File: config.mk
export PLATFORM = sky130hd
export DESIGN_NAME = mips_fetch_queue
export DESIGN_NICKNAME = d
export VERILOG_FILES = /design/src/rtl/mips_fetch_queue.sv
export SDC_FILE = /design/constraint.sdc
export NUM_CORES = 1
export LEC_CHECK = 0
export CAP_MARGIN = 20
export CORE_MARGIN = 2
export CORE_UTILIZATION = 53
export CTS_CLUSTER_DIAMETER = 120
export DETAILED_ROUTE_END_ITERATION = 12
export PLACE_DENSITY = 0.83
export SYNTH_ARGS = -nofsm -noshare
export SYNTH_HDL_FRONTEND = slang
export SYNTH_SLANG_ARGS = --single-unit
File: constraint.sdc
create_clock -name clk -period 4.4 [get_ports clk]
set_input_delay 0.88 -clock clk [delete_from_list [all_inputs] [get_ports clk]]
set_output_delay 0.88 -clock clk [all_outputs]
set_load 0.05 [all_outputs]
File: src/rtl/mips_fetch_queue.sv
// mips_fetch_queue: instruction-fetch stage with a DEPTH-entry prefetch FIFO.
// Replaces the single IF/ID latch with a queue of {PC+PC_STEP, instruction} pairs
// that decode drains under a ready/valid handshake.
//
// Ports:
//   clk, rst       rising-edge clock, synchronous active-high reset
//   imem_addr      fetch address (the fetch PC register)
//   imem_instr     instruction at imem_addr, combinational same-cycle read
//   pc_hold        decode hazard stall: freezes PC, blocks enqueue
//   branch_taken   flush queue and redirect fetch to branch_addr
//   branch_addr    redirect target
//   id_ready       decode accepts the head entry
//   id_valid       head entry present
//   id_instr       head instruction (0 / NOP when empty)
//   id_pc4         head PC+PC_STEP (0 when empty)
//   if_id          {id_pc4, id_instr}
//   count          queue occupancy
//   full           count == DEPTH
module mips_fetch_queue #(
  parameter int unsigned        ADDR_W   = 32,
  parameter int unsigned        INSTR_W  = 32,
  parameter int unsigned        DEPTH    = 4,
  parameter logic [ADDR_W-1:0]  RESET_PC = '0,
  parameter int unsigned        PC_STEP  = 4
) (
  input  logic                          clk,
  input  logic                          rst,
  output logic [ADDR_W-1:0]             imem_addr,
  input  logic [INSTR_W-1:0]            imem_instr,
  input  logic                          pc_hold,
  input  logic                          branch_taken,
  input  logic [ADDR_W-1:0]             branch_addr,
  input  logic                          id_ready,
  output logic                          id_valid,
  output logic [INSTR_W-1:0]            id_instr,
  output logic [ADDR_W-1:0]             id_pc4,
  output logic [ADDR_W+INSTR_W-1:0]     if_id,
  output logic [$clog2(DEPTH+1)-1:0]    count,
  output logic                          full
);

  localparam int unsigned PTR_W   = $clog2(DEPTH);
  localparam int unsigned CNT_W   = $clog2(DEPTH+1);
  localparam int unsigned ENTRY_W = ADDR_W + INSTR_W;

  logic [ADDR_W-1:0]  r_pc;
  logic [PTR_W-1:0]   r_wptr;
  logic [PTR_W-1:0]   r_rptr;
  logic [CNT_W-1:0]   r_count;
  logic [ENTRY_W-1:0] r_mem [DEPTH];

  logic               w_pop;
  logic               w_push;
  logic [ADDR_W-1:0]  w_pc_next;
  logic [ENTRY_W-1:0] w_head;

  // Handshake: a full queue still accepts a push when the head leaves this cycle.
  assign w_pop     = id_valid & id_ready;
  assign w_push    = ~pc_hold & ~branch_taken & (~full | w_pop);
  assign w_pc_next = r_pc + ADDR_W'(PC_STEP);

  // Control state: PC, pointers, occupancy. Reset beats branch beats normal flow.
  always_ff @(posedge clk) begin
    if (rst) begin
      r_pc    <= RESET_PC;
      r_wptr  <= '0;
      r_rptr  <= '0;
      r_count <= '0;
    end else if (branch_taken) begin
      // Head is dropped even if id_ready is high; decode already holds the branch.
      r_pc    <= branch_addr;
      r_wptr  <= '0;
      r_rptr  <= '0;
      r_count <= '0;
    end else begin
      if (w_push) begin
        r_pc   <= w_pc_next;
        r_wptr <= r_wptr + PTR_W'(1);
      end
      if (w_pop) begin
        r_rptr <= r_rptr + PTR_W'(1);
      end
      case ({w_push, w_pop})
        2'b10:   r_count <= r_count + CNT_W'(1);
        2'b01:   r_count <= r_count - CNT_W'(1);
        default: r_count <= r_count;
      endcase
    end
  end

  // Entry storage; no reset needed since occupancy gates visibility.
  always_ff @(posedge clk) begin
    if (!rst && w_push) begin
      r_mem[r_wptr] <= {w_pc_next, imem_instr};
    end
  end

  // Outputs come only from registers and storage at the registered read pointer.
  assign w_head    = r_mem[r_rptr];
  assign imem_addr = r_pc;
  assign count     = r_count;
  assign full      = (r_count == CNT_W'(DEPTH));
  assign id_valid  = (r_count != '0);
  assign if_id     = id_valid ? w_head : '0;
  assign id_pc4    = if_id[ENTRY_W-1:INSTR_W];
  assign id_instr  = if_id[INSTR_W-1:0];

endmodule

==> key figures <==
Clock tree
  – Worst-path clk slew: 0.06 ns
  – Number of buffers created by CTS: 29
  – Post_cts resized: 0
  – Clock sink count: 297
  – Max H-tree Level: 1
  – CTS tree: done
  – Clk_lat worst skew: 0.54 ns
  – Setup bufs post-CTS: 0
  – Root Driver: clkbuf_16
  – CTS max path bufs: 3
  – # hold bufs at CTS: 0

Detailed routing
  – DR iter-0 viols: 648
  – First-pass DRT Iterations: 7
  – Met3 Wirelength: 2120 um
  – Drt total wl: 28400 um
  – Met2 WL: 14400 um
  – Vias per cell: 5.83
  – WL met1: 11400 um
  – Via count: 7989
  – WL per Instance: 20.7 um
  – Highest routed metal layer: met4
  – Antenna Nets Post-Route: 0
  – DRC Markers: 0

Floorplan
  – CORE AREA: 24300 um^2
  – Die extent in y: 161 um
  – Row Count: 57
  – Chip width: 161 um
  – Starting density of the core: 53.9%
  – Top-Level Pins: 234
  – Die area: 26000 um^2

Yosys
  – Cell Area, Synth: 13100 um^2
  – Synthesis Warnings: 0
  – Area share of the largest cell type after synthesis: 58.6%
  – Register area share after synthesis: 64.9%
  – Asr flop ratio synth: 0%
  – #FFs+latches synth: 297
  – Most used DFF post-synth: edfxtp_1
  – Area leader, netlist: edfxtp_1
  – Largest cells by area after synthesis: edfxtp_1 59%, mux4_2 11%, dfxtp_1 6.3%, buf_4 3.9%, and2_1 3.4%
  – Syn avg cell area: 15.3 um^2
  – Syn Inst Count: 858
  – Synth cell types: 63
  – Mapped Nets: 933
  – Post-synth EDFFs: 256

Timing
  – Minimum clock period: 3.83 ns
  – Setup TNS Final: 0 ns
  – Final setup viols: 0
  – RSZ-0062 raised after global routing: no
  – Slew margin rel.: 43.2%
  – Fin crit share: 87.1%
  – Slew Limit Fails: 0
  – Slew @ Worst Pin: 0.844 ns
  – Fmax: 0.261 GHz
  – Layout Skew: 0.0107 ns
  – Hold Fails Final Rpt: 0

Worst setup path
  – Worst setup SP type: flip-flop
  – Critical Path Fanout Max: 23
  – Worst path arrival time: 2.95 ns
  – Critical path required time: 3.52 ns
  – Crit path kind: flip-flop to output port
  – Endpoint type of the worst setup path: output port

Global routing
  – Antenna violations before repair: 0
  – Total grt overflow: 0
  – Total GRT Usage: 21.4%
  – Vias in the first global route: 7819
  – First-pass GRT wire length: 43600 um
  – Largest net degree at the start of global routing: 71

Power and ir drop
  – Net switching component of the power: 1.61 mW
  – Sequential share of power: 47.5%
  – Power density over the cells: 404 nW/um^2
  – Sw Ratio: 24.2%
  – Max IR drop VDD: 0.000249 V
  – Clk network pwr share: 40.0%
  – Internal: 5.04 mW
  – Comb pwr share: 12.6%
  – Leakage: 5.27 nW

Final layout
  – Post-route insts no fill: 1371
  – Layout cells sized above 1: 14.9%
  – NumNets Final: 1099
  – Commonest non-fill, non-tap cell in the layout: edfxtp_1
  – Area occupied by registers: 8520 um^2
  – Layout fillers: 1630
  – Area occupied by multi-input gates: 3810 um^2
  – Diodes inserted: 0
  – P&R area growth vs syn: 25.3%
  – Most frequent cells in the layout: 256 x edfxtp_1, 233 x clkdlybuf4s50_1, 68 x and2_1

Place
  – Placed cell count: 1315
  – Hpwl dp: 18600 um
  – Final Wtd Congestion: 0.922
  – PortBufs: 233

Outcome
  – Outcome: finished clean

Min path
  – Hold/Removal Path Class: flip-flop to flip-flop

Run
  – Max-capacitance violation count: 0
## cell families after synthesis
family,share of synthesized area (%)
and+or+nand+nor,10.3
xor gates and xnor gates,1.87
buffers and inverters,6.26
adders and majority gates,0.629
DFF,64.9
muxes,11.1
AOI/OAI and AO/OA,4.99
## sequential cells by signal, summed over array words and instances (netlist names), named ones only
register   cells
imem_addr     32
r_mem        256
r_rptr         2
r_wptr         2
count          3
## cell usage after synthesis (7+ instances only)
master    number
a21oi_1       20
a31oi_1       15
and2_1        72
buf_2         11
buf_4         68
clkbuf_1      35
dfxtp_1       41
edfxtp_1     256
inv_1         14
mux4_2        64
nand2_1       37
nand3_1       15
nand4_1        9
nor2_1        17
nor3_1        20
nor4_1         7
o311ai_0      15
or3_1         14
or4_1          8
xnor2_1       17
xor2_1        11
## layout make-up
cell class / instances / share of cell area (%)
clock buffers: 35 / 4.80
clock inverters: 19 / 1.58
inverters: 15 / 0.343
multi-input cells: 425 / 23.2
flip-flops and latches: 297 / 51.8
well taps: 324 / 2.47
repair buffers: 256 / 15.8
## metrics by stage
step	utilization (%)	hold WS [ns]	cell area, um^2	worst slack [ns]	power, mW
after CTS	67.5	0.507	16400	0.349	6.68
after global placement	63.2	0.486	15400	1.07	4.03
after global routing	67.6	0.539	16400	0.400	6.84
final	67.6	0.516	16400	0.567	6.64
after floorplan	-	0.469	13100	0.765	3.77
after detailed placement	63.2	0.497	15400	0.971	4.04
## power by group through the flow
| stage | registers, mW | clock network (mW) | logic (mW) |
|---|---|---|---|
| after floorplan | 3.26 | 0 | 0.519 |
| after global placement | 3.21 | 0 | 0.817 |
| final | 3.15 | 2.65 | 0.834 |
| after global routing | 3.16 | 2.81 | 0.872 |
| after CTS | 3.15 | 2.69 | 0.834 |
| after detailed placement | 3.21 | 0 | 0.831 |
## worst paths after layout
| path | from | end | slack, ns | cells after the start |
|---|---|---|---|---|
| hold reg to reg | r_wptr[1]$_SDFFE_PP0P_ | r_wptr[1]$_SDFFE_PP0P_ | 0.52 | 2 |
| setup / recovery | flip-flop | id_instr[1] | 0.57 | 4 |
| setup reg to reg | imem_addr[6]$_SDFFE_PP0P_ | r_mem[0][53]$_DFFE_PP_ | 1.73 | 5 |
| hold / removal | r_wptr[1]$_SDFFE_PP0P_ | r_wptr[1]$_SDFFE_PP0P_ | 0.52 | 2 |
## metal layers
layer / GRT usage (%) / vias to the layer above
li1: - / 3599
met1: 29.2 / 3943
met2: 36.7 / 395
met3: 3.24 / 52
met4: 4.83 / 0
met5: 0 / -
## worst max-delay path, cell delays in order (launching register included)
cell             delay (ns)
dfxtp_4                0.68
buf_12                 0.28
mux4_2                 0.53
and2_1                 0.19
clkdlybuf4s50_1        0.71
No activity file was read; power rests on OpenSTA's default activity.
==> RTL edit 1 (config.mk and constraints unchanged) <==
Change the parameter `INSTR_W` from 32 to 16.
--- a/src/rtl/mips_fetch_queue.sv
+++ b/src/rtl/mips_fetch_queue.sv
@@ -20,3 +20,3 @@
   parameter int unsigned        ADDR_W   = 32,
-  parameter int unsigned        INSTR_W  = 32,
+  parameter int unsigned        INSTR_W  = 16,
   parameter int unsigned        DEPTH    = 4,
Interface: changed (resized id_instr, if_id and imem_instr); port bits go from 234 to 186. The function was not compared with the original's and may differ.
==> RTL edit 1 against the original RTL <==
  * Routed wire length decreased by 15%
  * Largest power group unchanged
  * Final cell count decreased by 16%
  * Critical path depth unchanged
  * Total power decreased by 20%
  * Cell area decreased by 20%
  * First-iteration DRC count increased by 23%
  * Sequential cell count decreased by 64
  * Area after synthesis decreased by 20%
  * Critical endpoint is now id_pc4[20]
  * Worst setup slack got worse by 0.013 ns
  * Critical path type unchanged
  * Highest routed layer unchanged
  * Sequential power decreased by 21%
==> RTL edit 1: results (changes against the original RTL) <==
status finished, final reports clean; vias in the first global route 6761 (-14%); DRT iter0 DRCs 796 (+23%); CP Max Fanout 28 (+22%); synth cell count leaders edfxtp_1, and2_1, buf_4, mux4_2, dfxtp_1; DP Area 12360 um^2 (-20%); WL met3 2385 um (+13%); Worst Hold Class register to register; CTS Buf Count 24 (-17%); Reg2Reg Launch Point count[1]$_SDFFE_PP0P_; DR WL/cell 20.96 um (+1.1%); r2r endpoint count[2]$_SDFFE_PP0P_; register area share after synthesis 0.6243 (-0.02426); largest net degree at the start of global routing 55 (-23%); Reg power frac 0.467 (-0.008); global-route wire length before repair 37890 um (-13%); Final GP Congestion 0.8254 (-10%); GRT Total Usage 0.2281 (+0.01438); Synth area leaders edfxtp_1, mux4_2, dfxtp_1; WHS 0.5029 ns (-0.01332 ns); Post-synth EDFFs 192 (-25%); sw frac 0.2467 (+0.004802); layout cell share with drive strength beyond 1 0.1369 (-0.01207); Yosys cell types 57 (-9.5%); DP Wirelength 15610 um (-16%); largest reg by FF count r_mem; Placement Setup Slack 0.9939 ns (+0.02256 ns); Ant. Diodes 0 (unchanged); First-pass DRT Iterations 5 (-2); port bufs 185 (-21%); met3 usage 0.03742 (+0.005064); GRT met2 Usage 0.3755 (+0.008926); Worst-Margin Slew 1.000 ns (+0.1560 ns); filler cell count in the final layout 1348 (-17%); Via density 6.038 (+3.6%); Total Nets Final 932 (-15%); max reg flops 192 (-25%); crit path DAT 2.97 ns (+0.02 ns); maximum vdd drop 414.9 uV (+67%); Skew-Pair Late Insertion Delay 0.52 ns (-0.02 ns); flop-to-flop setup slack 1.48 ns (-0.25 ns); reg2reg path depth 7 (+2); clock power share 0.403 (+0.003); CP endpoint id_pc4[20]; Pleak 4.241 nW (-20%); post-CTS setup buffers 0 (unchanged); fin crit share 0.8742 (+0.002947); Met2 Routed Length 11670 um (-19%); H-tree depth 1 (unchanged); Setup Skew 0.01801 ns (+0.007292 ns); Net Count, Synth 803 (-14%)
==> RTL edit 1: logic make-up after synthesis <==
group,after synthesis,share of synthesized area
xor+xnor,30,0.02490
fa+ha+maj,6,0.007827
flops,233,0.6243
compound gates,87,0.06001
buf+inv,116,0.06060
mux,50,0.1044
simple gates,222,0.1180
==> RTL edit 1: through the flow <==
stage | power [mW] | std cells
floorplan | 2.986 | 744
global route | 5.449 | 1156
finish | 5.308 | 1156
detailed placement | 3.211 | 1112
global placement | 3.202 | 1112
CTS | 5.341 | 1156
==> RTL edit 1: layout make-up <==
type	instances	area, um^2	share of cell area
Sequential cell	233	6591	0.4988
Multi-Input combinational cell	395	3333	0.2522
Timing Repair Buffer	204	2044	0.1547
Clock buffer	30	674.4	0.05104
Tap cell	265	331.6	0.02509
Clock inverter	14	182.7	0.01382
Inverter	15	56.30	0.004261
==> RTL edit 2 (same flow settings) <==
Without the edit above. Register the output `count` once more, with the module's reset; this adds one clock of latency there. The other outputs are not delayed to match.
--- a/src/rtl/mips_fetch_queue.sv
+++ b/src/rtl/mips_fetch_queue.sv
@@ -100,3 +100,9 @@
   assign imem_addr = r_pc;
-  assign count     = r_count;
+  always_ff @(posedge clk) begin
+    if (rst) begin
+      count <= '0;
+    end else begin
+      count <= r_count;
+    end
+  end
   assign full      = (r_count == CNT_W'(DEPTH));
Function: changed (Yosys sat finds a counterexample within 4 cycles, from zero or initial values and one cycle with rst high).
==> RTL edit 2 against the original RTL <==
  * Routed wire length decreased by 3.2%
  * Core utilization increased by 0.15 points
  * First-iteration DRC count decreased by 20%
  * Area after synthesis decreased by 2.9%
  * Sequential cell count increased by 3
  * Synthesized cell count decreased by 8.3%
  * Non-clock buffer count decreased by 13
  * Worst setup slack got worse by 0.057 ns
  * Total power increased by 0.95%
  * Via count decreased by 6.3%
  * Cell area decreased by 3.0%
  * Largest power group unchanged
==> RTL edit 2: results (changes against the original RTL) <==
status finished, final reports clean; largest net degree at the start of global routing 65 (-8.5%); DP Area 14920 um^2 (-2.9%); layout cell share with drive strength beyond 1 0.1433 (-0.005701); filler cell count in the final layout 1575 (-3.4%); First-pass DRT Iterations 5 (-2); adder-cell area share of the yosys netlist 0.006486 (+0.0001911); Synth Area in XOR/XNOR 0.02132 (+0.002631); Worst Hold Class register to register; clk slew on worst S/H paths 0.06 ns (about the same); Post-synth EDFFs 256 (unchanged); maximum vdd drop 264.4 uV (+6.1%); Net Count, Synth 862 (-7.6%); register area share after synthesis 0.6730 (+0.02441); Top Metal Used met4; Total Nets Final 1030 (-6.3%); Yosys cell types 52 (-17%); M1 WL 11230 um (-1.1%); Final GP Congestion 0.8204 (-11%); largest reg by FF count r_mem; port bufs 233 (unchanged); GRT Total Usage 0.2163 (+0.002636); Setup Skew 0.006942 ns (-0.003778 ns); Synth Area per Inst 16.18 um^2 (+5.8%); Met2 Routed Length 13250 um (-8.1%); CTS root buffer clkbuf_16; Placement Setup Slack 0.9808 ns (+0.009477 ns); crit path DAT 3.01 ns (+0.06 ns); CP max stage delay 0.82 ns (+0.11 ns); Synth area leaders edfxtp_1, mux4_2, dfxtp_1; Post-Route WL 27500 um (-3.2%); CTS Buf Count 29 (unchanged); Via density 5.775 (-0.90%); synth cell count leaders edfxtp_1, and2_1, buf_4, mux4_2, dfxtp_1; mux cell area share after synthesis 0.1148 (+0.003383); Worst-Margin Slew 0.9812 ns (+0.1370 ns); DRT iter0 DRCs 520 (-20%); DP Wirelength 17420 um (-6.5%); Pleak 5.145 nW (-2.3%); DR WL/cell 21.22 um (+2.4%); Placed Cells 1243 (-5.5%); global-route wire length before repair 42860 um (-1.6%); Reg2Reg Launch Point r_count[1]$_SDFFE_PP0P_; compound-cell area share of the yosys netlist 0.03872 (-0.01116); WL met3 2444 um (+16%); hold path start r_wptr[1]$_SDFFE_PP0P_; vias in the first global route 7727 (-1.2%); Post-CTS Resized 0 (unchanged); CP Max Fanout 39 (+70%); Ant. Diodes 0 (unchanged)
[RTL edit 2: cells by family after synthesis]
family	after synthesis
multiplexers	66
flip-flops	300
AND/OR/NAND/NOR	198
XOR/XNOR	31
AO/OA/AOI/OAI	71
buffers and inverters	115
adder cells (fa/ha/maj)	6
[RTL edit 2: worst paths after layout]
kind | slack (ns) | depth (start not counted) | end
worst max-delay path | 0.51 | 4 | id_pc4[31]
worst min-delay path | 0.51 | 2 | r_wptr[1]$_SDFFE_PP0P_
worst max register to register | 1.85 | 6 | r_count[2]$_SDFFE_PP0P_
worst min register to register | 0.51 | 2 | r_wptr[1]$_SDFFE_PP0P_
[RTL edit 2: cell type report]
cell class                 count  area, um^2  area share
timing repair buffer         243        2432      0.1525
clock buffer                  37       795.8     0.04990
sequential                   300        8576      0.5378
multi-input combinational    372        3478      0.2181
inverter                       9       33.78    0.002118
tap                          319       399.1     0.02503
clock inverter                16       231.5     0.01452
[RTL edit 2: routing by layer]
metal,GRT usage,up-vias
met2,0.3618,397
met4,0.05289,0
met3,0.03751,38
met1,0.3004,3746
met5,0,-
li1,-,3303
[RTL edit 2: worst reg2reg max path, cell delays in order (launching register included)]
cell and delay (ns):
dfxtp_1 0.43, or3_2 0.61, nand3_1 0.21, fa_1 0.46, or3_1 0.39, a311oi_1 0.27, nor2_1 0.06
[RTL edit 2: power breakdown]
| part | internal (mW) | switching, mW |
|---|---|---|
| Sequential | 3.13 | 0.0481 |
| Clock | 1.62 | 1.01 |
| Combinational | 0.315 | 0.577 |
